`src/rtl/word_serializer_pkg.sv`:
```
// -----------------------------------------------------------------------------
// word_serializer_pkg
//
// Shared definitions for the wide-element FIFO stage and the word serializer
// that drains it. Both sides take their element and word widths from here so
// they cannot drift apart.
//
// Contents:
//   DATA_WIDTH_DEF  default width of one output word
//   WORDS_DEF       default number of words per wide element
//   ELEM_WIDTH_DEF  default element width (DATA_WIDTH_DEF * WORDS_DEF)
//   IDX_W_DEF       default word-index width, never less than 1
//   word_t, elem_t  word and element vectors at the default widths
//   ser_state_e     serializer FSM state (IDLE / SEND, i.e. the busy flag)
//   idx_width()     index width for an arbitrary WORDS value
// -----------------------------------------------------------------------------
package word_serializer_pkg;

   localparam int unsigned DATA_WIDTH_DEF = 32;
   localparam int unsigned WORDS_DEF      = 4;
   localparam int unsigned ELEM_WIDTH_DEF = DATA_WIDTH_DEF * WORDS_DEF;

   // Width of a word index; a single-word element still gets a 1-bit index.
   function automatic int unsigned idx_width(input int unsigned words);
      return (words > 1) ? $clog2(words) : 1;
   endfunction

   localparam int unsigned IDX_W_DEF = (WORDS_DEF > 1) ? $clog2(WORDS_DEF) : 1;

   typedef logic [DATA_WIDTH_DEF-1:0] word_t;
   typedef logic [ELEM_WIDTH_DEF-1:0] elem_t;

   // The serializer state is exactly the busy flag: StIdle = 0, StSend = 1.
   typedef enum logic {
      StIdle = 1'b0,
      StSend = 1'b1
   } ser_state_e;

endpackage

```
`src/rtl/word_serializer_if.sv`:
```
// -----------------------------------------------------------------------------
// word_serializer_if
//
// Bundles the two handshakes around the serializer:
//   upstream   : in_first / in_first_rdy / in_deq_rdy / in_deq_ena
//                (head of a single-entry wide FIFO, dequeued by the consumer)
//   downstream : out_enq_v / out_enq_rdy / out_enq_ena
//                (enq-style push of one narrow word per cycle)
//
// Modports:
//   master : the serializer (drives in_deq_ena, out_enq_v, out_enq_ena)
//   slave  : the surrounding stages (drive head, ready flags)
// -----------------------------------------------------------------------------
interface word_serializer_if
   import word_serializer_pkg::*;
#(
   parameter int unsigned DATA_WIDTH = DATA_WIDTH_DEF,
   parameter int unsigned WORDS      = WORDS_DEF
);

   // Upstream FIFO head
   logic [DATA_WIDTH*WORDS-1:0] in_first;
   logic                        in_first_rdy;
   logic                        in_deq_rdy;
   logic                        in_deq_ena;

   // Downstream word push
   logic [DATA_WIDTH-1:0]       out_enq_v;
   logic                        out_enq_rdy;
   logic                        out_enq_ena;

   modport master (
      input  in_first,
      input  in_first_rdy,
      input  in_deq_rdy,
      output in_deq_ena,
      output out_enq_v,
      input  out_enq_rdy,
      output out_enq_ena
   );

   modport slave (
      output in_first,
      output in_first_rdy,
      output in_deq_rdy,
      input  in_deq_ena,
      input  out_enq_v,
      output out_enq_rdy,
      input  out_enq_ena
   );

endinterface

```
`src/rtl/word_serializer.sv`:
```
// -----------------------------------------------------------------------------
// word_serializer
//
// Dequeues one wide element from the upstream single-entry FIFO, buffers it
// and pushes it downstream as WORDS narrow words, least-significant first.
// When the last word is accepted and a new head is waiting, the next element
// is loaded in the same cycle, so elements stream with no bubble.
//
// Ports:
//   CLK   clock, all state changes on posedge
//   nRST  synchronous active-low reset; gates both enables while low
//   bus   word_serializer_if.master
//           in_first, in_first_rdy, in_deq_rdy -> in_deq_ena
//           out_enq_rdy                        -> out_enq_v, out_enq_ena
// -----------------------------------------------------------------------------
module word_serializer
   import word_serializer_pkg::*;
#(
   parameter int unsigned DATA_WIDTH = DATA_WIDTH_DEF,
   parameter int unsigned WORDS      = WORDS_DEF
) (
   input logic                 CLK,
   input logic                 nRST,
   word_serializer_if.master   bus
);

   localparam int unsigned IDX_W = idx_width(WORDS);

   // Element viewed as an array of words; entry 0 is the first word sent.
   typedef logic [WORDS-1:0][DATA_WIDTH-1:0] elem_words_t;

   ser_state_e       state_q, state_d;
   logic [IDX_W-1:0] idx_q, idx_d;
   elem_words_t      elem_q, elem_d;

   logic busy;
   logic last;
   logic deq_ena;
   logic enq_ena;

   // --------------------------------------------------------------------------
   // Handshake decode
   // --------------------------------------------------------------------------
   assign busy = (state_q == StSend);
   assign last = busy && (idx_q == IDX_W'(WORDS - 1));

   // A send is offered whenever a word is buffered; it completes on RDY.
   assign enq_ena = nRST && busy && bus.out_enq_rdy;

   // Take a new head when empty, or when the last word leaves this cycle.
   assign deq_ena = nRST && bus.in_first_rdy && bus.in_deq_rdy &&
                    (!busy || (last && bus.out_enq_rdy));

   assign bus.in_deq_ena  = deq_ena;
   assign bus.out_enq_ena = enq_ena;
   assign bus.out_enq_v   = elem_q[idx_q];

   // --------------------------------------------------------------------------
   // Next-state
   // --------------------------------------------------------------------------
   always_comb begin
      state_d = state_q;
      idx_d   = idx_q;
      elem_d  = elem_q;

      unique case (state_q)
         StIdle: begin
            if (deq_ena) begin
               elem_d  = bus.in_first;
               idx_d   = '0;
               state_d = StSend;
            end
         end

         StSend: begin
            if (enq_ena) begin
               if (!last) begin
                  idx_d = idx_q + IDX_W'(1);
               end else if (deq_ena) begin
                  // Zero-bubble reload: stay in SEND with the new element.
                  elem_d = bus.in_first;
                  idx_d  = '0;
               end else begin
                  idx_d   = '0;
                  state_d = StIdle;
               end
            end
         end

         default: begin
            state_d = StIdle;
            idx_d   = '0;
         end
      endcase
   end

   // --------------------------------------------------------------------------
   // State registers (synchronous reset). Unsent words are simply dropped.
   // --------------------------------------------------------------------------
   always_ff @(posedge CLK) begin
      if (!nRST) begin
         state_q <= StIdle;
         idx_q   <= '0;
         elem_q  <= '0;
      end else begin
         state_q <= state_d;
         idx_q   <= idx_d;
         elem_q  <= elem_d;
      end
   end

endmodule
```
`src/flat_wrapper.sv`:
```
// flat-port wrapper written by rule: the top's interface ports become plain ports
module word_serializer_flat import word_serializer_pkg::*;
#(
   parameter int unsigned DATA_WIDTH = DATA_WIDTH_DEF,
   parameter int unsigned WORDS      = WORDS_DEF
)
  (CLK, nRST, bus_in_first, bus_in_first_rdy, bus_in_deq_rdy, bus_in_deq_ena, bus_out_enq_v, bus_out_enq_rdy, bus_out_enq_ena);
  word_serializer_if #(.DATA_WIDTH(DATA_WIDTH), .WORDS(WORDS)) bus_i ();
  input logic CLK;
  input logic nRST;
  input wire logic [$bits(bus_i.in_first)-1:0] bus_in_first;
  input wire logic [$bits(bus_i.in_first_rdy)-1:0] bus_in_first_rdy;
  input wire logic [$bits(bus_i.in_deq_rdy)-1:0] bus_in_deq_rdy;
  output wire logic [$bits(bus_i.in_deq_ena)-1:0] bus_in_deq_ena;
  output wire logic [$bits(bus_i.out_enq_v)-1:0] bus_out_enq_v;
  input wire logic [$bits(bus_i.out_enq_rdy)-1:0] bus_out_enq_rdy;
  output wire logic [$bits(bus_i.out_enq_ena)-1:0] bus_out_enq_ena;
  assign bus_i.in_first = bus_in_first;
  assign bus_i.in_first_rdy = bus_in_first_rdy;
  assign bus_i.in_deq_rdy = bus_in_deq_rdy;
  assign bus_in_deq_ena = bus_i.in_deq_ena;
  assign bus_out_enq_v = bus_i.out_enq_v;
  assign bus_i.out_enq_rdy = bus_out_enq_rdy;
  assign bus_out_enq_ena = bus_i.out_enq_ena;
  word_serializer #(.DATA_WIDTH(DATA_WIDTH), .WORDS(WORDS)) u_core (.CLK(CLK), .nRST(nRST), .bus(bus_i));
endmodule
```
`config.mk`:
```
export PLATFORM = sky130hd
export DESIGN_NAME = word_serializer_flat
export DESIGN_NICKNAME = d
export VERILOG_FILES = /design/src/rtl/word_serializer_pkg.sv /design/src/rtl/word_serializer_if.sv /design/src/rtl/word_serializer.sv /design/src/flat_wrapper.sv
export SDC_FILE = /design/constraint.sdc
export NUM_CORES = 1
export LEC_CHECK = 0
export ABC_CLOCK_PERIOD_IN_PS = 1550
export BUFFER_PORTS_ARGS = -buffer_cell sky130_fd_sc_hd__clkbuf_2
export CAP_MARGIN = 20
export CORE_MARGIN = 2
export CORE_UTILIZATION = 47
export DETAILED_ROUTE_END_ITERATION = 6
export PLACE_DENSITY = 0.76
export SKIP_CTS_REPAIR_TIMING = 1
export SYNTH_ARGS = -nofsm -noshare
export SYNTH_HDL_FRONTEND = slang
export SYNTH_SLANG_ARGS = --single-unit
export TNS_END_PERCENT = 50
```
`constraint.sdc`:
```
create_clock -name CLK -period 1.55 [get_ports CLK]
set_input_delay 0.2325 -clock CLK [delete_from_list [all_inputs] [get_ports CLK]]
set_output_delay 0.2325 -clock CLK [all_outputs]
set_load 0.02 [all_outputs]
```
* After elaboration in Yosys (flattened, before gate mapping)
Index checks and enable logic that the tools add are counted.
Word-level totals: bits in registers 131, latch bits 0, memory bits (writable) 0, memory bits (read-only) 0, input bits 133, output and inout port bits 34, word-level logic and storage cells 38, memories kept 0
Cells by class: add/sub/neg operators 1, multipliers 0, divide/modulo/power cells 0, order comparisons 1, eq/ne operators 4, shifts and indexed selects 0, multiplexer cells 14, bitwise gates (word level) 1, reductions and logical operators 11
Operators by type and width (count):
- 128-bit 2-to-1 mux | 3
- 128-bit one-hot mux with 2 select lines | 1
- 32-bit binary-select mux with 2-bit select | 1
- 32-bit 2-to-1 mux | 1
- 1-bit logical AND | 7
- 2-bit 2-to-1 mux | 3
- 2-bit inequality test, second input constant | 3
- 2-bit one-hot mux with 2 select lines | 1
- 2-bit AND reduction | 2
- 2-bit by 3-bit less-than comparator with 1-bit output, second input constant | 1
- 1-bit 2-to-1 mux | 3
- 2-bit by 1-bit adder with 2-bit output, second input constant | 1
- 2-bit equality test, second input constant | 1
- 1-bit one-hot mux with 2 select lines | 1
- 1-bit logical NOT | 1
- 1-bit logical OR | 1
- 1-bit NOT | 1

* Longest topological paths before layout
word-level depth 9, gate-level depth with buffers 7, depth with buffers taken out 4

* Worst setup path after synthesis
No wires, ideal clock.
kind register to output, start point reg u_core.idx_q[0], end point out bus_out_enq_v[10], arrival time 1.397 ns, data required time 1.317 ns, slack -0.079 ns, cell stages (with the launch flop) 4, buffers on the path 2, cell sequence dfxtp_1 > buf_2 > buf_2 > mux4_2
On the way: longest elaborated chain between the ends 2
Ends and longest elaborated chain:
- start: declaration | line word_serializer.sv:33 | logic [IDX_W-1:0] idx_q, idx_d;
- start signal: assignment | line word_serializer.sv:107 | idx_q <= idx_d;
- 32-bit binary-select mux with 2-bit select | line word_serializer.sv:56 | assign bus.out_enq_v = elem_q[idx_q];
- 32-bit 2-to-1 mux (implied by the code) | line word_serializer.sv:56
- end: declaration | line flat_wrapper.sv:15 | output wire logic [$bits(bus_i.out_enq_v)-1:0] bus_out_enq_v;
No other way between the ends. The select of a mux whose other input is x is not followed.

* Final worst setup path
start point reg u_core.idx_q[0], end point out bus_out_enq_v[12]
Same word-level chain as after synthesis.

==> summary.txt <==
Clock tree
  • Clk buf depth: 2
  • Sink Count: 131
  • CTS clk-pin slew, worst paths: about 0.060 ns
  • Clock root buffer: clkbuf_16
  • Worst-skew pair later-pin latency: 0.43 ns
  • Number of H-tree levels: 4
  • Num CTS Buffers: 17
  • CTS tree: yes

Cells and area
  • Reg area: about 2600 sq um
  • Layout cells sized above 1: ~34%
  • Area Overhead vs Synth: 39.37%
  • Nets: 919
  • Filler cell count: ~990
  • Area occupied by multi-input gates: approximately 2600 sq um
  • Final Instance Area: 8283 sq um
  • Final design utilization: roughly two thirds
  • Inserted Diodes: 0

Floorplanning
  • Core ar.: around 12000 sq um
  • Full die area: 13560 sq um
  • Chip width: around 120 microns
  • Initial core utilization: 47.68%
  • Die height: 116.5 microns
  • # IOs: ~170
  • Row count: a little over 40

Setup path
  • Reg2Reg Launch Point: u_core.idx_q[0]
  • WP data arrival: ~1.7 ns
  • Worst Reg-to-Reg Cells: 7
  • Req. time, crit path: around 1.3 ns
  • Reg-to-reg slack, setup: -0.17 ns
  • Startpoint Class: flop
  • Worst setup EP type: primary output
  • WS Path Type: flop to primary output
  • RR Endpoint: u_core.elem_q[50]
  • Max FO, Critical Path: 8

STA
  • Final Hold Viols: 0
  • Worst-Margin Slew: 0.6451 ns
  • Relative slew margins: between 50 and 60%
  • Worst Setup Slack, final: -0.4100 ns
  • Setup-failing EPs final: about 110
  • Setup repair after global routing missed its margin: yes
  • Final Skew: around 0.013 ns
  • Max-slew violations: 0
  • Hold WS: approximately 0.011 ns
  • Fmax: 510.2 MHz
  • Minimum clock period: 1.960 ns
  • Final worst-path cycle share: 126.5%

Placed design
  • RePlAce Congestion: approximately 0.74
  • Placed cell area: between 6000 and 7000 sq um
  • # port buffers: ~170
  • HPWL Detailed: between 8000 and 9000 microns

Logic synthesis
  • Synth area leader: dfxtp_1
  • Synth top area share: between 40 and 50%
  • Cell with the most instances after synthesis: dfxtp_1
  • Main synth FF type: dfxtp_1
  • Distinct cells, synth: 19
  • Dominant cells by area after synthesis: dfxtp_1 44%, mux2i_1 22%, mux4_2 12%
  • Cell Area, Synth: just under 6000 sq um
  • Yosys warnings: 0
  • Post-synth EDFFs: 0
  • Mapped Nets: 735
  • Post-synthesis area per instance: 9.889 sq um
  • Post-synth top cells: 131 x dfxtp_1, 129 x nand2_1, 128 x inv_1, 128 x mux2i_1, 32 x mux4_2
  • Ys async rst share: 0%
  • FF+latch count, synth: approximately 130
  • Sequential area share after synthesis: between 40 and 50%
  • Post-Syn Instances: ~600

Flow run
  • MaxCap Viol Count: 0

Global route
  • Largest net degree at the start of global routing: between 60 and 70
  • Global Route Usage Sum: between 20% and 30%
  • GR Overflow Total: 0
  • Initial antenna violation count: 0
  • Global-route wire length before repair: 20670 microns
  • Vias in the first global route: ~4600

Worst hold path
  • WHS Endpoint: u_core.elem_q[123]
  • WHS Path Cells: 3
  • Hold Crit Class: primary input to flop
  • Hold wc startpoint: bus_in_first[123]

Drt
  • Vias: roughly 4700
  • DR pass1 iterations: 4
  • Avg WL per Cell: around 15 microns
  • Vias per std cell: 4.794
  • Detail Route Antenna Nets: 0
  • Post-Route WL: 14320 microns
  • Initial drt markers: between 200 and 300
  • Drt drc: 0

Outcome
  • Failing checks: negative setup slack
  • Status: finished, violations left

Power
  • VDD IR max: ~0.7 mV
  • Pwr dens: approximately 1100 nW/um^2
  • Leak pwr: ~4.7 nW
power by group:
part	internal, mW	switching (mW)	leakage (nW)
sequential	3.55	0.0982	1.07
combinational	0.569	0.463	3.31
clock	2.97	1.46	0.320
final cells by class:
type                            count  area share [%]
Clock buffer                       22           5.725
Clock inverter                     10           2.145
Inverter                          129           5.846
Multi-Input combinational cell    303           31.39
Sequential cell                   131           31.75
Tap cell                          172           2.598
Timing Repair Buffer              203           20.54
layer usage:
layer  track usage [%]  wire length (microns)  vias to the layer above
li1                  -                      -                     2272
met1             24.24                   6028                     2206
met2             33.22                   7177                      149
met3             6.487                    830                       23
met4             8.651                    280                        0
met5                 0                      0                        -
cells by family (layout without fill, tap and decap cells):
group,count (synthesis),count (layout),share of synthesized area [%]
simple gates,138,138,9.116
flops,131,131,44.13
mux,160,160,33.68
fa+ha+maj,1,1,0.2105
buf+inv,167,364,12.42
compound gates,4,4,0.4420
registers in the layout, summed over array words and instances, names as in the netlist:
register / cells
u_core.busy: 1
u_core.idx_q: 2
u_core.elem_q: 128
cell usage in the layout (no fill, tap or decap):
| cell | synthesis | routed |
|---|---|---|
| buf_16 | 0 | 2 |
| clkbuf_16 | 0 | 28 |
| ha_1 | 1 | 1 |
| nand2_1 | 129 | 129 |
| nand3b_1 | 1 | 1 |
| clkinv_2 | 0 | 4 |
| clkbuf_1 | 14 | 2 |
| clkinvlp_4 | 0 | 1 |
| mux4_2 | 32 | 32 |
| dfxtp_4 | 0 | 2 |
| and3_1 | 1 | 1 |
| or2_4 | 0 | 1 |
| a21boi_2 | 0 | 1 |
| nor2b_1 | 2 | 2 |
| buf_12 | 0 | 12 |
| a21boi_1 | 2 | 1 |
| clkbuf_2 | 0 | 133 |
| inv_2 | 1 | 1 |
| a31oi_1 | 1 | 1 |
| mux2i_1 | 128 | 125 |
| nand3_1 | 3 | 3 |
| inv_1 | 128 | 128 |
| mux2i_2 | 0 | 3 |
| buf_4 | 0 | 11 |
| dfxtp_1 | 131 | 129 |
| clkbuf_8 | 0 | 3 |
| nor4bb_1 | 1 | 1 |
| a21oi_1 | 1 | 1 |
| bufinv_16 | 0 | 5 |
| buf_6 | 13 | 34 |
stage by stage:
stage	total power, mW	setup WS [ns]	TNS [ns]	instances
6_report	9.110	-0.4100	-16.32	970
5_1_grt	9.439	-0.4511	-25.40	970
4_1_cts	8.996	-0.4995	-14.60	950
3_5_place_dp	4.579	-0.03709	-0.5949	918
3_3_place_gp	4.560	0.004604	0	918
2_1_floorplan	4.243	0.01348	0	601
worst max-delay path, stage by stage (launching register included):
cell and delay [ns]:
dfxtp_4 0.43, buf_12 0.17, mux4_2 0.54, buf_6 0.16
how the worst max path moves through the flow:
stage                    start  cells after the start                  to  slack [ns]
6_report       u_core.idx_q[0]                      3   bus_out_enq_v[12]       -0.41
2_1_floorplan  u_core.idx_q[0]                      3   bus_out_enq_v[20]        0.01
4_1_cts        u_core.idx_q[0]                      3   bus_out_enq_v[29]       -0.50
5_1_grt        u_core.idx_q[0]                      3   bus_out_enq_v[15]       -0.45
3_5_place_dp   u_core.idx_q[0]                      5  u_core.elem_q[101]       -0.04
3_3_place_gp   u_core.idx_q[0]                      5   u_core.elem_q[76]       0.005
(Power assumes the default switching activity.)
